## src/rtl/pc_sequencer.sv

```systemverilog
`default_nettype none
// ============================================================================
//  Module      : pc_sequencer
//  Description : Next-PC controller for the MIPS fetch stage. Holds the PC,
//                issues fetches under a req/ready handshake and applies
//                captured branch / jump / register-jump redirects.
//                Optional feature macro: PC_DELAY_SLOT_EN (MIPS delay slot;
//                when undefined, flush marks the wrong-path instruction).
//  Revision    : 1.0 - initial release
// ============================================================================
module pc_sequencer #(
    parameter logic [31:0] RESET_PC = 32'h0000_0000
) (
    input  logic        clk,
    input  logic        reset,
    input  logic        imem_ready,
    input  logic        stall,
    input  logic        branch_taken,
    input  logic [15:0] branch_imm,
    input  logic        jump,
    input  logic [25:0] jump_target,
    input  logic        jr,
    input  logic [31:0] jr_addr,
    output logic        imem_req,
    output logic [31:0] pc,
    output logic [31:0] pc_id,
    output logic        flush,
    output logic        misaligned
);

    typedef enum logic [1:0] {
        BOOT  = 2'd0,
        FETCH = 2'd1,
        HOLD  = 2'd2
    } state_t;

    localparam logic [31:0] C_BOOT_PC = {RESET_PC[31:2], 2'b00};

    state_t      r_state;
    state_t      w_state_nxt;
    logic        r_pend_valid;
    logic [31:0] r_pend_target;
    logic        w_complete;
    logic        w_capture;
    logic        w_apply;
    logic [31:0] w_seq;
    logic [31:0] w_br_off;
    logic [31:0] w_target;
    logic [31:0] w_pc_nxt;

    assign w_complete = imem_req & imem_ready;
    assign w_capture  = jr | jump | branch_taken;

    // Redirect targets are all relative to the instruction in decode (pc_id)
    assign w_seq    = pc_id + 32'd4;
    assign w_br_off = {{14{branch_imm[15]}}, branch_imm, 2'b00};

    // Target mux: jr beats jump beats branch; misaligned jr is word-aligned
    always_comb begin
        w_target = w_seq + w_br_off;
        if (jr) begin
            w_target = {jr_addr[31:2], 2'b00};
        end else if (jump) begin
            w_target = {w_seq[31:28], jump_target, 2'b00};
        end
    end

`ifdef PC_DELAY_SLOT_EN
    // Set when the delay-slot instruction (the fetch in flight at capture)
    // has not yet completed, so the target must wait one more completion.
    logic r_pend_wait;

    // Track whether the delay slot still has to complete
    always_ff @(posedge clk or posedge reset) begin
        if (reset) begin
            r_pend_wait <= 1'b0;
        end else if (w_capture) begin
            r_pend_wait <= ~w_complete;
        end else if (w_complete) begin
            r_pend_wait <= 1'b0;
        end
    end

    assign w_apply = w_complete & r_pend_valid & ~r_pend_wait;
    assign flush   = 1'b0;
`else
    assign w_apply = w_complete & r_pend_valid;
    assign flush   = w_apply;
`endif

    assign w_pc_nxt = w_apply ? r_pend_target : (pc + 32'd4);

    // FSM next state and fetch request
    always_comb begin
        w_state_nxt = r_state;
        imem_req    = 1'b0;
        case (r_state)
            BOOT: begin
                w_state_nxt = FETCH;
            end
            FETCH: begin
                imem_req = 1'b1;
                if (imem_ready && stall) begin
                    w_state_nxt = HOLD;
                end
            end
            HOLD: begin
                if (!stall) begin
                    w_state_nxt = FETCH;
                end
            end
            default: begin
                w_state_nxt = BOOT;
            end
        endcase
    end

    // FSM state register
    always_ff @(posedge clk or posedge reset) begin
        if (reset) begin
            r_state <= BOOT;
        end else begin
            r_state <= w_state_nxt;
        end
    end

    // PC and decode PC advance only on a completed fetch
    always_ff @(posedge clk or posedge reset) begin
        if (reset) begin
            pc    <= C_BOOT_PC;
            pc_id <= C_BOOT_PC;
        end else if (w_complete) begin
            pc    <= w_pc_nxt;
            pc_id <= pc;
        end
    end

    // Pending redirect: a new pulse overwrites, an application consumes it
    always_ff @(posedge clk or posedge reset) begin
        if (reset) begin
            r_pend_valid  <= 1'b0;
            r_pend_target <= 32'd0;
        end else if (w_capture) begin
            r_pend_valid  <= 1'b1;
            r_pend_target <= w_target;
        end else if (w_apply) begin
            r_pend_valid  <= 1'b0;
        end
    end

    // Sticky flag for a captured jr to a non-word-aligned address
    always_ff @(posedge clk or posedge reset) begin
        if (reset) begin
            misaligned <= 1'b0;
        end else if (jr && (jr_addr[1:0] != 2'b00)) begin
            misaligned <= 1'b1;
        end
    end

endmodule
`default_nettype wire

```

## config.mk

```make
export PLATFORM = sky130hd
export DESIGN_NAME = pc_sequencer
export DESIGN_NICKNAME = d
export VERILOG_FILES = /design/src/rtl/pc_sequencer.sv
export SDC_FILE = /design/constraint.sdc
export NUM_CORES = 1
export LEC_CHECK = 0
export CORE_UTILIZATION = 30
export DETAILED_ROUTE_END_ITERATION = 8
export DONT_BUFFER_PORTS = 1
export HOLD_SLACK_MARGIN = 0.06
export PLACE_DENSITY = 0.54
export RECOVER_POWER = 25
export SYNTH_ARGS = -nofsm -noshare
export SYNTH_HDL_FRONTEND = slang
export SYNTH_SLANG_ARGS = --single-unit
```

## constraint.sdc

```tcl
create_clock -name clk -period 4.2 [get_ports clk]
set_input_delay 0 -clock clk [delete_from_list [all_inputs] [get_ports clk]]
set_output_delay 0 -clock clk [all_outputs]
set_load 0.01 [all_outputs]
```

# Yosys cells after proc, flatten, opt, wreduce, memory -nomap -nowiden
# Cells that the tools add are included.
# word_totals
regBits,100
in_bits,81
out_inout_bits,67
word_cells,32
# op_classes
addsub,3
eq_ne,4
muxes,9
bitwise,4
n_reduce_logical,6
# op_table
cell,count
32-bit 2-to-1 mux,3
32-bit by 3-bit adder with 32-bit output (second input constant),2
32-bit adder,1
2-bit case mux with 3 select lines,1
2-bit 2-to-1 mux,2
2-bit != test (second input constant),2
2-bit nonzero test,2
1-bit 2-to-1 mux,3
1-bit bitwise AND,2
2-bit by 1-bit equality test with 1-bit output (second input constant),1
2-bit equality test (second input constant),1
1-bit logical AND,2
2-bit logical NOT,1
1-bit bitwise OR,2
2-bit AND reduction,1

# Depth between registers and ports, before layout
# Gate-level depths: netlist of run 1.
# depth
ltp_word,6
depth_mapped,14
depth_no_buf,14

# Worst setup path after synthesis of run 1
# Ideal clock, no wire load.
# synth_timing
kind,flip-flop to flip-flop
from,register pc_id[4]
to,register r_pend_target[31]
setup_ns,0.127
arrival_time_ns,3.292
required_ns,4.073
path_slack_ns,0.782
path_stages_with_launch,13
n_path_buf,0
period_less_slack_ns,3.418
path_cell_list,dfrtp_1 > nand4_2 > nor4_4 > and2_1 > nand4_1 > xnor2_1 > ha_1 > and4_1 > a211oi_1 > a31oi_1 > o311ai_2 > mux2i_1 > nor3_2
# synth_via
elab_chain_cells,4
# synth_rtl
element,line_no,text
"start, declared",26,"output logic [31:0] pc_id,"
"start signal, assigned",134,pc_id <= pc;
32-bit by 3-bit adder with 32-bit output *,55,assign w_seq = pc_id + 32'd4;
32-bit adder,60,w_target = w_seq + w_br_off;
32-bit 2-to-1 mux *,63,end else if (jump) begin
32-bit 2-to-1 mux *,61,if (jr) begin
"end signal, assigned",145,r_pend_target <= w_target;
"end, declared",42,logic [31:0] r_pend_target;
# Every way passes the cells marked *; elsewhere a longest branch is shown, timed or not.
# A chain may end at the register's enable or synchronous reset.

# Final worst setup path of run 1
# layout_timing
from,register pc_id[4]
to,register r_pend_target[30]
# Same word-level chain as after synthesis.

==> flow_summary_export.csv, run 1 <==
group,metric,value,unit
status,outcome,"finished, violations left",
status,violations_in_the_final_reports,"capacitance limit, slew limit",
yosys,yosysUniqueCellTypes,74,
yosys,synth_area_leaders,"dfrtp_1 (35%), nand2_1 (9.0%), ha_1 (6.4%), a21oi_1 (5.0%), o21ai_0 (4.7%)",
yosys,synth_top_family_by_area,"compound AO/OA/AOI/OAI gates",
worst_setup_path,worstSetupEndpointType,"flop",
sta,fin_tns_setup,0,ns
placement,placedInstanceArea,7380,sq um
pwr,power-per-cell-area,598,nW/um^2
sta,finalClockSkew,0.00884,ns
worst_setup_path,cp_data_required_time,4.51,ns
route,antenna_violating_nets_remaining,0,
yosys,synth_mux_area_share,1.57,%
yosys,ys.warnings.count,0,
floorplan,die_y,156,microns
worst_setup_path,setup_crit_start_kind,"flop",
final_layout,filler_cell_count,2380,
yosys,synth_simple_gate_area_share,23.1,%
sta,final.setup.worst_slack,0.231,ns
floorplan,num_io_pins,148,
sta,drv_slew,73,
grt,gr-usage-all-layers,21.5,%
floorplan,rows,55,
yosys,post-synth-top-area-cell,"dfrtp_1",
floorplan,start_util,30.9,%
sta,finalSetupViolCount,0,
pwr,sw_frac_of_total,46.9,%
yosys,synth-edff-count,0,
final_layout,final_layout_size_suffix_gt1_share,6.98,%
route,detail_route.first_pass.iterations,5,
sta,maxClockFrequency,0.252,GHz
pwr,power.clock.fraction,17.5,%
pwr,vdd_ir_drop_max,0.319,mV
pwr,power.sequential.fraction,38.0,%
yosys,yosysMostFrequentCell,"nand2_1",
clock_tree,h-tree-depth,3,
job,timing.max_cap.violations,1,
floorplan,fp.coreArea,22900,sq um
placement,port_buffers,0,
final_layout,p_r_area_growth_vs_syn,20.0,%
route,drt-vias-per-instance,5.50,
clock_tree,cts_tree,"done",
worst_setup_path,worstSetupPathType,"reg2reg",
final_layout,post-route-cell-area,8500,sq um
yosys,synth.net_count,988,
sta,holdWs,0.0772,ns
yosys,synth_seq_cells,100,
sta,final_hold_vios,0,
sta,relSlewSlack,-89.7,%
pwr,share_comb_of_total_power,44.5,%
yosys,avgSynthCellArea,8.15,sq um
pwr,netSwitchingPower,2.38,mW
yosys,synthesis.area,7090,sq um
floorplan,fp.dieArea,24300,sq um
yosys,post_synth_inst_count,870,
yosys,post_synth_most_frequent_cells,"nand2_1 (170), dfrtp_1 (100), a21oi_1 (71)",
yosys,async_reset_ff_share,100,%
grt,globalRoute.totalOverflow,0,
route,route.detailed.drc,0,
sta,period_needed,3.97,ns
placement,dp_hpwl,18.9,mm
pwr,p_int,2.70,mW
route,drt-wirelength-per-cell,20.7,microns
yosys,yosys_most_used_dff,"dfrtp_1",
grt,antenna_found_initial,2,
grt,grt_start_max_net_pins,73,
clock_tree,max-clock-path-buffers,2,
clock_tree,cts.clk_slew.worst_paths,0.08,ns
clock_tree,clock_tree.root_cell,"clkbuf_16",
grt,number_of_global_route_vias_before_repair,6422,
clock_tree,clock_insertion_delay_worst_skew,0.37,ns
clock_tree,clock_sink_count,100,
worst_setup_path,cp_data_arrival_time,4.28,ns
placement,pre_cts_slack,0.469,ns
sta,tightestPinTransition,2.85,ns
yosys,post_synth_xor_area_fraction,5.91,%
yosys,synth-adder-area-share,6.64,%
worst_setup_path,worstPathMaxFanout,8,
yosys,synth_top_area_share,35.3,%
yosys,synth_seq_area_share,35.3,%
grt,grt_first_pass_wirelength,39.3,mm
route,wl,25.8,mm
floorplan,dieWidth,156,microns
hold_path,worst_hold_path_type,"in2reg",
final_layout,design.final.nets,1044,
placement,finalWeightedCongestion,0.909,
route,num_vias,6858,
yosys,synth_compound_gate_area_share,24.4,%
sta,rsz0062_at_grt,"no",
route,drt-initial-drc-count,485,
clock_tree,cts_buffers,9,
pwr,power.leakage,3.59,nW
sta,timing.final.crit_share,94.5,%
final_layout,final_core_utilization,37.1,%
metrics by stage:
stage               total power, mW  cells
global placement               4.03   1149
finish                         5.09   1246
CTS                            5.07   1241
detailed placement             4.04   1149
global route                   5.48   1246
floorplan                      3.39    870
sequential cells by signal, indices dropped and copies added (netlist names):
register / flops
pc: 32
pc_id: 32
r_pend_target: 32
r_state: 2
misaligned: 1
r_pend_valid: 1
layer usage:
layer	GRT usage [%]	routed length, microns	up-vias
met1	27.0	10900	3272
li1	-	-	3283
met5	0	0	-
met4	8.12	863	0
met3	7.33	2330	40
met2	33.9	11700	263
logic make-up after synthesis:
| group | after synthesis |
|---|---|
| adders and majority gates | 37 |
| DFF | 100 |
| and+or+nand+nor | 344 |
| AOI/OAI and AO/OA | 273 |
| xor gates and xnor gates | 47 |
| buffers and inverters | 58 |
| muxes | 11 |
power groups by stage:
stage | clock network [mW] | registers (mW) | logic, mW
2_1_floorplan | 0 | 1.69 | 1.70
3_3_place_gp | 0 | 1.94 | 2.09
3_5_place_dp | 0 | 1.95 | 2.10
4_1_cts | 0.906 | 1.93 | 2.24
5_1_grt | 0.956 | 2.00 | 2.53
6_report | 0.891 | 1.93 | 2.27
worst max-delay path, stage by stage, from the launching register on:
cell           delay, ns
dfrtp_2             0.50
nand4_2             0.19
nor2_2              0.21
and4_1              0.24
nand2_1             0.07
xnor2_1             0.20
ha_1                0.32
a21o_1              0.23
a221oi_1            0.27
o21ai_1             0.17
a21oi_2             0.27
o311ai_1            0.18
a2111o_1            0.43
nand3_1             0.08
dlygate4sd3_1       0.55
cell type report:
cell class | count | area [sq um] | share of cell area (%)
Antenna cell | 2 | 5.00 | 0.0588
Clock buffer | 9 | 225 | 2.65
Clock inverter | 7 | 73.8 | 0.868
Inverter | 16 | 60.1 | 0.706
Multi-Input combinational cell | 712 | 4380 | 51.5
Sequential cell | 100 | 2510 | 29.5
Tap cell | 313 | 392 | 4.60
Timing Repair Buffer | 87 | 860 | 10.1
final timing paths:
path,start,end,slack (ns),cells past startpoint
min reg2reg,r_pend_target[0]$_DFFE_PP0P_,pc[0]$_DFFE_PP0P_,0.49,2
max,pc_id[4]$_DFFE_PP0P_,r_pend_target[30]$_DFFE_PP0P_,0.23,14
max in group asynchronous,reset,pc_id[4]$_DFFE_PP0P_,1.25,2
min in group asynchronous,reset,pc[29]$_DFFE_PP0P_,1.10,2
min,jump,r_pend_target[18]$_DFFE_PP0P_,0.08,3
max reg2reg,pc_id[4]$_DFFE_PP0P_,r_pend_target[30]$_DFFE_PP0P_,0.23,14
timing repair:
action	in CTS	in global routing
hold buffers	76	0
setup endpoints to repair	0	4
setup buffers	0	3
resized for setup	0	10
hold endpoints to repair	107	0
placed cells by master (no fill, tap or decap), drive strengths merged, types with 18 or more instances in the layout:
master       count
dlygate4sd3     74
a22oi           18
nor2            55
nand4           19
o22ai           21
o21ai           74
a21oi           73
xnor2           36
dfrtp          100
nand3           28
ha              36
and3            25
nand2          170
Power figures use the tool's default switching activity.
==> run 2: changes to the inputs <==
--- a/config.mk
+++ b/config.mk
@@ -9,6 +9,7 @@
 export DETAILED_ROUTE_END_ITERATION = 8
 export DONT_BUFFER_PORTS = 1
 export HOLD_SLACK_MARGIN = 0.06
+export MAX_ROUTING_LAYER = met4
 export PLACE_DENSITY = 0.54
 export RECOVER_POWER = 25
 export SYNTH_ARGS = -nofsm -noshare
==> constraint.sdc (replaced) <==
create_clock -name clk -period 4.2 [get_ports clk]
set_input_delay 0.84 -clock clk [delete_from_list [all_inputs] [get_ports clk]]
set_output_delay 0.84 -clock clk [all_outputs]
set_load 0.01 [all_outputs]
==> run 2 against run 1 <==
Against the previous run: the flow still finishes with violations (capacitance limit, slew limit); sequential power about the same; clock skew rose by 0.0053 ns; clock power is 3.6% lower; die area did not move; first-iteration DRC count is 15% higher; cell count shrank 6.1%; fmax is 3.1% higher; total power down 3.6%; critical path depth did not move; core utilization fell by 3.5 points; highest routed layer unchanged.
==> flow_summary_export.csv, run 2 (synthesis results as in run 1) <==
group,metric,value,unit
worst_setup_path,worstSetupEndpointType,"flop",
route,wl,24.9,mm
worst_setup_path,cp_data_required_time,4.46,ns
sta,final_hold_vios,0,
route,num_vias,6494,
worst_setup_path,worstReg2RegStart,"pc_id[4]$_DFFE_PP0P_",
sta,fin_tns_setup,0,ns
clock_tree,h-tree-depth,3,
pwr,power-per-cell-area,638,nW/um^2
grt,antenna_found_initial,1,
grt,grt_first_pass_wirelength,37.2,mm
floorplan,die_y,156,microns
floorplan,fp.coreArea,22900,sq um
sta,finalSetupViolCount,0,
pwr,netSwitchingPower,2.35,mW
placement,finalWeightedCongestion,0.899,
grt,globalRoute.totalOverflow,0,
route,drt-vias-per-instance,5.55,
placement,placedCellCount,1151,
status,outcome,"finished, violations left",
worst_setup_path,worstSetupStartpoint,"pc_id[4]$_DFFE_PP0P_",
final_layout,p_r_area_growth_vs_syn,8.52,%
final_layout,design.final.nets,967,
hold_path,min_path_cells,2,
pwr,p_int,2.56,mW
route,route.detailed.drc,0,
route,drt-wirelength-per-cell,21.3,microns
pwr,share_comb_of_total_power,43.3,%
placement,dp_hpwl,18.9,mm
job,timing.max_cap.violations,1,
final_layout,most-common-layout-cells,"nand2_1 (169), dfrtp_1 (100), a21oi_1 (71), o21ai_0 (66), nor2_1 (53)",
hold_path,hold_path_end,"pc[1]$_DFFE_PP0P_",
clock_tree,clock_tree.root_cell,"clkbuf_16",
sta,final.setup.worst_slack,0.349,ns
clock_tree,cts.repair.resized,0,
route,antenna_violating_nets_remaining,0,
worst_setup_path,depth_of_the_most_critical_reg_to_reg_path,14,
sta,finalClockSkew,0.0141,ns
floorplan,rows,55,
pwr,power.clock.fraction,17.5,%
placement,pre_cts_slack,0.452,ns
sta,timing.final.crit_share,91.7,%
final_layout,final_layout_size_suffix_gt1_share,6.09,%
pwr,sw_frac_of_total,47.8,%
clock_tree,clock_sink_count,100,
final_layout,final_core_utilization,33.6,%
hold_path,timing.hold.worst.start,"r_pend_target[1]$_DFFE_PP0P_",
sta,period_needed,3.85,ns
worst_setup_path,worst_r2r_endpoint,"r_pend_target[29]$_DFFE_PP0P_",
pwr,vdd_ir_drop_max,0.357,mV
route,drt-initial-drc-count,557,
clock_tree,cts_tree,"done",
floorplan,dieWidth,156,microns
sta,tightestPinTransition,3.05,ns
clock_tree,post_cts_hold_buffer_count,0,
grt,gr-usage-all-layers,21.2,%
floorplan,start_util,30.9,%
final_layout,finish.cell_count_without_fillers,1170,
placement,port_buffers,0,
worst_setup_path,cp_data_arrival_time,4.11,ns
clock_tree,clock_insertion_delay_worst_skew,0.36,ns
sta,maxClockFrequency,0.260,GHz
clock_tree,max-clock-path-buffers,2,
pwr,power.sequential.fraction,39.2,%
worst_setup_path,regToRegSetupSlack,0.35,ns
final_layout,layout.cells.most_common,"nand2_1",
floorplan,num_io_pins,148,
sta,drv_slew,77,
pwr,power.leakage,3.26,nW
status,violations_in_the_final_reports,"capacitance limit, slew limit",
route,detail_route.first_pass.iterations,5,
final_layout,layout_top_registers,"pc: 32 flops, pc_id: 32 flops, r_pend_target: 32 flops",
worst_setup_path,worstPathMaxFanout,8,
hold_path,worst_hold_path_type,"reg2reg",
clock_tree,post-cts-setup-buffers,0,
floorplan,fp.dieArea,24300,sq um
worst_setup_path,worstSetupPathType,"reg2reg",
grt,number_of_global_route_vias_before_repair,6023,
sta,rsz0062_at_grt,"no",
grt,grt_start_max_net_pins,77,
clock_tree,cts_buffers,9,
sta,relSlewSlack,-104,%
worst_setup_path,setup_crit_start_kind,"flop",
clock_tree,cts.clk_slew.worst_paths,0.08,ns
## run 2: cell type report
class,count,area (sq um)
Fill cell,2414,15200
Timing Repair Buffer,10,71.3
Sequential cell,100,2500
Inverter,16,60.1
Antenna cell,3,7.51
Multi-Input combinational cell,712,4370
Clock buffer,10,239
Tap cell,313,392
Clock inverter,6,53.8
## run 2: power by group through the flow
stage | Sequential (mW) | Combinational [mW] | Clock (mW)
2_1_floorplan | 1.69 | 1.70 | 0
3_3_place_gp | 1.95 | 2.10 | 0
3_5_place_dp | 1.95 | 2.10 | 0
4_1_cts | 1.93 | 2.12 | 0.879
5_1_grt | 1.99 | 2.38 | 0.916
6_report | 1.92 | 2.13 | 0.859
## run 2: worst max-delay path: stages, from the launching register on
cell and delay (ns):
dfrtp_1 0.55, nand4_2 0.19, nor4_4 0.33, and2_1 0.30, nand2_1 0.10, xnor2_1 0.15
ha_1 0.41, nand2_1 0.13, a211oi_2 0.22, nand4_1 0.22, a21bo_1 0.29, a31oi_1 0.36
o31ai_1 0.14, xor2_1 0.17, o31ai_2 0.18
## run 2: worst max-delay path by stage
stage                                                to  depth (start not counted)
after floorplan                  misaligned$_DFFE_PP0P_                          1
after global placement    r_pend_target[25]$_DFFE_PP0P_                         14
after detailed placement  r_pend_target[25]$_DFFE_PP0P_                         14
after CTS                 r_pend_target[25]$_DFFE_PP0P_                         14
after global routing      r_pend_target[29]$_DFFE_PP0P_                         14
final                     r_pend_target[29]$_DFFE_PP0P_                         14
## run 2: metal layers
metal	share of wire [%]	GRT usage, %	wire, microns	up-vias
met3	9.2	7.53	2290	27
met5	0	-	0	-
met4	2.5	6.07	614	0
li1	-	-	-	3130
met1	43	26.0	10800	3081
met2	45	32.5	11200	256
## run 2: through the flow
stage          hold slack (ns)  cell area, sq um  power, mW
3_3_place_gp             0.451              7400       4.04
5_1_grt                  0.512              7690       5.28
3_5_place_dp             0.469              7400       4.05
2_1_floorplan            0.433              7090       3.39
6_report                 0.471              7690       4.91
4_1_cts                  0.480              7690       4.92
==> run 3: changes to the inputs <==
--- a/config.mk
+++ b/config.mk
@@ -5,13 +5,14 @@
 export SDC_FILE = /design/constraint.sdc
 export NUM_CORES = 1
 export LEC_CHECK = 0
+export CORE_ASPECT_RATIO = 0.7
 export CORE_UTILIZATION = 30
 export DETAILED_ROUTE_END_ITERATION = 8
 export DONT_BUFFER_PORTS = 1
 export HOLD_SLACK_MARGIN = 0.06
-export MAX_ROUTING_LAYER = met4
 export PLACE_DENSITY = 0.54
 export RECOVER_POWER = 25
+export SKIP_CTS_REPAIR_TIMING = 1
 export SYNTH_ARGS = -nofsm -noshare
 export SYNTH_HDL_FRONTEND = slang
 export SYNTH_SLANG_ARGS = --single-unit
==> run 3 against run 2 <==
Against the previous run: the run still ends with capacitance limit, slew limit left; final area up 1.1%; non-clock buffer count up 7; worst setup slack better by 0.15 ns; critical path depth down 2; largest power group unchanged; core utilization up 0.38 points; critical path type unchanged; first-iteration DRC count up 7.4%; total power up 4.4%; clock power up 11%; worst hold slack worse by 0.0067 ns.
==> flow_summary_export.csv, run 3 (synthesis results as in run 1) <==
group,metric,value,unit
status,outcome,"finished, violations left",
status,violations_in_the_final_reports,"capacitance limit, slew limit",
pwr,sw_frac_of_total,47.6,%
worst_setup_path,delay_of_the_slowest_cell_on_the_worst_path,0.57,ns
route,wl,25.7,mm
final_layout,diodes,0,
worst_setup_path,cp_data_required_time,4.44,ns
pwr,power.clock.fraction,18.6,%
floorplan,num_io_pins,148,
floorplan,fp.coreArea,22900,sq um
final_layout,layout.cells.most_common,"nand2_1",
floorplan,start_util,30.9,%
pwr,power,5.13,mW
clock_tree,clock_tree.root_cell,"clkbuf_16",
sta,final.setup.worst_slack,0.495,ns
final_layout,post-route-cell-area,7780,sq um
sta,period_needed,3.71,ns
final_layout,most-common-layout-cells,"nand2_1 (169), dfrtp_1 (100), a21oi_1 (71), o21ai_0 (66), nor2_1 (53)",
clock_tree,max-clock-path-buffers,2,
route,detail_route.first_pass.iterations,5,
clock_tree,cts_buffers,9,
sta,tightestPinTransition,2.51,ns
worst_setup_path,setup_crit_start_kind,"flop",
sta,timing.final.crit_share,88.2,%
final_layout,final_layout_size_suffix_gt1_share,6.85,%
pwr,share_comb_of_total_power,44.3,%
worst_setup_path,worstPathMaxFanout,12,
route,drt-initial-drc-count,598,
clock_tree,clock_sink_count,100,
worst_setup_path,cp_data_arrival_time,3.95,ns
sta,rsz0062_at_grt,"no",
route,drt-wirelength-per-cell,21.9,microns
placement,pre_cts_slack,0.545,ns
route,antenna_violating_nets_remaining,0,
sta,relSlewSlack,-67.4,%
placement,finalWeightedCongestion,0.890,
clock_tree,h-tree-depth,3,
job,timing.max_cap.violations,1,
worst_setup_path,path_delay_family,"compound AO/OA/AOI/OAI gates",
placement,placedInstanceArea,7450,sq um
final_layout,layout_top_registers,"pc: 32 flops, pc_id: 32 flops, r_pend_target: 32 flops",
grt,number_of_global_route_vias_before_repair,5985,
sta,fin_tns_setup,0,ns
clock_tree,cts_tree,"done",
pwr,netSwitchingPower,2.44,mW
hold_path,worst_hold_path_type,"reg2reg",
clock_tree,cts.clk_slew.worst_paths,0.08,ns
sta,final_hold_vios,0,
pwr,power-per-cell-area,659,nW/um^2
final_layout,design.final.nets,974,
pwr,vdd_ir_drop_max,0.216,mV
floorplan,fp.dieArea,24300,sq um
sta,finalSetupViolCount,0,
grt,antenna_found_initial,0,
final_layout,finish.cell_count_without_fillers,1173,
route,route.detailed.drc,0,
worst_setup_path,critical_path.n_buffers_inverters,0,
floorplan,rows,46,
final_layout,final_core_utilization,34.0,%
sta,finalClockSkew,0.0136,ns
pwr,power.leakage,3.31,nW
worst_setup_path,worstSetupEndpointType,"flop",
grt,gr-usage-all-layers,21.4,%
grt,grt_start_max_net_pins,66,
pwr,power.sequential.fraction,37.2,%
sta,holdWs,0.464,ns
placement,dp_hpwl,20.1,mm
grt,globalRoute.totalOverflow,0,
final_layout,p_r_area_growth_vs_syn,9.71,%
pwr,p_int,2.69,mW
sta,drv_slew,61,
clock_tree,clock_insertion_delay_worst_skew,0.36,ns
route,num_vias,6535,
grt,grt_first_pass_wirelength,38.3,mm
placement,port_buffers,0,
worst_setup_path,crit_path_cell_trace,"and2_1, nand3_1, xnor2_1, ha_1, nand2_1, o21ai_0, nand2_1, o21ai_1, a21oi_2, o311ai_1, a2111o_1, nand3_1",
sta,maxClockFrequency,0.270,GHz
floorplan,die_y,131,microns
worst_setup_path,worstSetupPathType,"reg2reg",
floorplan,dieWidth,186,microns
worst_setup_path,slowest_stage,"and2_1",
placement,placedCellCount,1157,
route,drt-vias-per-instance,5.57,
run 3: changes by cell type in the layout (fill, tap and decap cells not counted), sizes merged:
cell / before / now
bufinv: 0 / 2
diode: 3 / 0
buf: 9 / 16
clkinv: 3 / 4
clkbuf: 11 / 10
clkinvlp: 1 / 0
inv: 18 / 17
run 3: worst paths after layout:
check                                            start                            end  slack (ns)  cells after the start
worst max-delay path              pc_id[3]$_DFFE_PP0P_  r_pend_target[30]$_DFFE_PP0P_        0.49                     12
worst min-delay path            r_state[0]$_DFFE_PP0P_         r_state[0]$_DFFE_PP0P_        0.46                      1
worst max register to register    pc_id[3]$_DFFE_PP0P_  r_pend_target[30]$_DFFE_PP0P_        0.49                     12
min in group asynchronous                        reset             pc[23]$_DFFE_PP0P_        1.26                      1
worst min register to register  r_state[0]$_DFFE_PP0P_         r_state[0]$_DFFE_PP0P_        0.46                      1
max in group asynchronous                        reset  r_pend_target[18]$_DFFE_PP0P_        1.03                      2
run 3: power groups by stage:
stage               Combinational (mW)  Sequential, mW  Clock, mW
floorplan                         1.70            1.69          0
global placement                  2.23            1.91          0
detailed placement                2.23            1.91          0
CTS                               2.24            1.90      0.972
global route                      2.53            1.95       1.01
finish                            2.27            1.90      0.952
run 3: final cells by class:
class                   instances  area [sq um]
inverters                      16          60.1
clock buffers                   9           225
repair buffers                 17           124
fillers                      2451         15100
well taps                     312           390
multi-input cells             712          4370
flip-flops and latches        100          2500
clock inverters                 7           108
run 3: worst reg2reg max path: cells and delay by family (launching register included):
kind / cells / cell delay, ns
compound gates: 5 / 1.44
simple gates: 5 / 1.07
xor+xnor: 1 / 0.16
flops: 1 / 0.54
fa+ha+maj: 1 / 0.37
run 3: routing by layer:
metal / vias up / global-route usage (%) / wire length (microns)
li1: 3147 / - / -
met3: 16 / 7.46 / 2510
met1: 3148 / 31.8 / 12600
met5: - / 0 / 0
met4: 0 / 3.76 / 234
met2: 224 / 29.7 / 10400
